==> src/rtl/down_counter.sv <==
// Loadable down counter with one-cycle borrow-out pulse and IDLE/RUN sequencing FSM.
// Define AUTO_RELOAD_EN to restart from the last loaded value on each terminal edge.
module down_counter #(
    parameter int WIDTH = 3
) (
    input  logic             clk,
    input  logic             rst,
    input  logic             load,
    input  logic [WIDTH-1:0] load_value,
    input  logic             count_enable,
    output logic [WIDTH-1:0] count,
    output logic             bo,
    output logic             busy
);

    // state | meaning
    // IDLE  | no count active; count_enable ignored, waiting for load
    // RUN   | draining count one step per enabled edge
    typedef enum logic {
        IDLE = 1'b0,
        RUN  = 1'b1
    } state_t;

    state_t           state, state_next;
    logic [WIDTH-1:0] count_next;
    logic             bo_next;

`ifdef AUTO_RELOAD_EN
    logic [WIDTH-1:0] reload;

    always_ff @(posedge clk or posedge rst) begin
        if (rst) begin
            reload <= '0;
        end else if (load) begin
            reload <= load_value;
        end
    end
`endif

    always_ff @(posedge clk or posedge rst) begin
        if (rst) begin
            state <= IDLE;
            count <= '0;
            bo    <= 1'b0;
        end else begin
            state <= state_next;
            count <= count_next;
            bo    <= bo_next;
        end
    end

    always_comb begin
        state_next = state;
        count_next = count;
        bo_next    = 1'b0;
        case (state)
            IDLE: begin
                if (load) begin
                    count_next = load_value;
                    state_next = RUN;
                end
            end
            RUN: begin
                // A load wins over a coincident terminal decrement.
                if (load) begin
                    count_next = load_value;
                end else if (count_enable) begin
                    if (count == '0) begin
                        bo_next = 1'b1;
`ifdef AUTO_RELOAD_EN
                        count_next = reload;
`else
                        state_next = IDLE;
`endif
                    end else begin
                        count_next = count - WIDTH'(1);
                    end
                end
            end
            default: begin
                state_next = IDLE;
            end
        endcase
    end

    assign busy = (state == RUN);

endmodule

==> config.mk <==
export PLATFORM = sky130hd
export DESIGN_NAME = down_counter
export DESIGN_NICKNAME = d
export VERILOG_FILES = /design/src/rtl/down_counter.sv
export SDC_FILE = /design/constraint.sdc
export NUM_CORES = 1
export LEC_CHECK = 0
export CAP_MARGIN = 20
export CORE_AREA = 2 2 39 41
export DETAILED_ROUTE_END_ITERATION = 16
export DIE_AREA = 0 0 41 43
export PLACE_DENSITY = 0.58
export SLEW_MARGIN = 15
export SYNTH_ARGS = -nofsm -noshare
export SYNTH_HDL_FRONTEND = slang
export SYNTH_SLANG_ARGS = --single-unit
==> constraint.sdc <==
create_clock -name clk -period 3.5 [get_ports clk]
set_input_delay 0.525 -clock clk [delete_from_list [all_inputs] [get_ports clk]]
set_output_delay 0.525 -clock clk [all_outputs]
set_load 0.02 [all_outputs]
==> impl_metrics.csv <==
group,metric,value,unit
place,io_buffer_count,11,
yosys,synthCells,30,
routing,wl,583,um
place,post-dp-hpwl,475,um
status,status,"finished, final reports clean",
finish,final_common_cell,"clkdlybuf4s50_1",
floorplanning,core_area,1380,sq um
grt,grt_max_degree,10,
finish,layout-drive-gt1-share,0.182,
sta,period_minus_slack,1.84,ns
yosys,synthesis.area,300,sq um
yosys,ys_seq_area_frac,0.417,
clock_tree,cts_hold_buf,0,
clock_tree,clock_latency,0.24,ns
place,gp_congestion,0.753,
finish,mostFrequentLayoutCells,"clkdlybuf4s50_1, nand2_1, dfrtp_1",
run,cap_violations,0,
floorplanning,dieArea,1760,sq um
floorplanning,die_x,41,um
finish,n_antenna_cell,0,
sta,finalHoldViolCount,0,
sta,finClkSkew,0.00344,ns
clock_tree,clock_sinks,5,
routing,drtAntennaViolNets,0,
setup_path,path_class,"flip-flop to primary output",
routing,drtIter0Drc,4,
setup_path,cp.required,2.97,ns
setup_path,cp_slowest_stage_delay,0.64,ns
clock_tree,cts-root-buf,"clkbuf_4",
sta,fin_tns_setup,0,ns
setup_path,critPathLaunchType,"flip-flop",
setup_path,crit_fanout,7,
place,post_dp_cell_area,425,sq um
worst_hold_path,hold_class,"input port to async pin",
finish,nets,54,
clock_tree,cts_setup_buffers,0,
setup_path,crit_chain,"clkdlybuf4s50_1",
sta,final.period_utilization,0.527,
sta,tightest_slew,0.326,ns
sta,slew_headroom,0.782,
sta,timing.fmax,543,MHz
grt,grt.total_usage,0.0917,
yosys,mappedNetlistNets,39,
finish,fin_area,452,sq um
clock_tree,cts_resized,0,
routing,avgRoutedWirePerCell,9.72,um
power,pwr_density_cell,449,nW/um^2
setup_path,path_delay_family,"buffers and inverters",
finish,area_delta_synth_final,50.4,%
grt,grt_pass1_wl,1010,um
floorplanning,initial_core_util,0.217,
clock_tree,cts_buffers,3,
floorplanning,die_y,43,um
yosys,postSynthAreaPerCell,10.0,sq um
sta,drv_slew,0,
routing,vias_per_cell,4.58,
sta,setup_viol,0,
floorplanning,num_rows,14,
clock_tree,cts_buffer_depth,2,
clock_tree,htree_levels,1,
setup_path,end_kind,"primary output",
clock_tree,cts_tree,"done",
routing,drcViolationCount,0,
yosys,synthDominantCellAreaShare,0.417,
routing,firstDrtPassIters,4,
yosys,ys.warnings.count,0,
setup_path,critPathArrivalTime,1.32,ns
yosys,synth_cell_type_count,18,
grt,grt_pass1_vias,251,
power,ir_drop,168,uV
setup_path,crit_slowest_cell,"clkdlybuf4s50_1",
clock_tree,path_clk_slew,0.04,ns
setup_path,path_buf_inv,1,
grt,grt-ovfl-total,0,
yosys,synth_top_area_cell,"dfrtp_1",
power,p_leak,0.203,nW
routing,vias,275,
yosys,ys_ff_latch,5,
yosys,netlist_top_cells_area,"dfrtp_1, ha_1, nand2_1",
sta,rsz0062_at_grt,"no",
floorplanning,pin_count,12,
grt,antenna_found_initial,0,
-- metal layers --
| layer | GRT usage | part of all wire | routed length, um |
|---|---|---|---|
| met4 | 0.0800 | 0.010 | 6 |
| met1 | 0.111 | 0.46 | 266 |
| met5 | 0 | 0 | 0 |
| met2 | 0.113 | 0.46 | 269 |
| met3 | 0.0471 | 0.069 | 40 |
-- per-stage QoR --
stage	util	power, W	hold slack, ns	setup slack (ns)	cells
finish	0.326	0.000203	0.483	1.66	60
global route	0.326	0.000218	0.515	1.60	60
detailed placement	0.307	0.000138	0.615	1.81	56
CTS	0.326	0.000207	0.490	1.65	60
global placement	0.307	0.000137	0.602	1.81	56
floorplan	-	0.000112	0.304	2.11	30
-- flip-flops by register name (all words and copies together), names as in the netlist --
signal	flops
bo	1
busy	1
count	3
-- synthesized netlist by cell type --
library cell	instances
nor3_1	2
o21ai_0	1
a311oi_1	1
nor2_1	1
inv_1	3
mux2i_1	1
and2b_4	1
nand2b_4	1
nor4_2	1
o31ai_2	1
ha_1	2
a31oi_1	1
buf_2	1
dfrtp_1	5
nand3_1	1
nand2_1	5
a211o_1	1
a21o_2	1
-- where the power goes --
| part | switching (W) | leakage, nW | internal [W] |
|---|---|---|---|
| Combinational | 0.0000314 | 0.129 | 0.0000342 |
| Sequential | 0.00000635 | 0.0592 | 0.0000645 |
| Clock | 0.0000231 | 0.0150 | 0.0000431 |
-- cell type report --
class / count / area (sq um)
clock buffer: 4 / 26.3
fill: 137 / 932
inverter: 3 / 11.3
multi-input combinational: 21 / 159
sequential: 5 / 125
tap: 16 / 20.0
timing repair buffer: 11 / 110
-- worst paths after layout --
path	from	endpoint	slack [ns]	cells after the start
max in group asynchronous	rst	count[2]$_DFFE_PP0P_	2.84	2
max reg2reg	count[0]$_DFFE_PP0P_	count[1]$_DFFE_PP0P_	2.15	5
max	busy$_DFF_PP0_	busy	1.66	1
min in group clk	busy$_DFF_PP0_	busy$_DFF_PP0_	0.62	1
min reg2reg	busy$_DFF_PP0_	busy$_DFF_PP0_	0.62	1
min	rst	count[0]$_DFFE_PP0P_	0.48	2
-- cell families after synthesis --
group	after synthesis	share of synthesized area
fa+ha+maj	2	0.0833
mux	1	0.0333
compound gates	6	0.167
flops	5	0.417
buf+inv	4	0.0541
simple gates	12	0.246
Note: power is estimated with default switching activity, not from simulation.
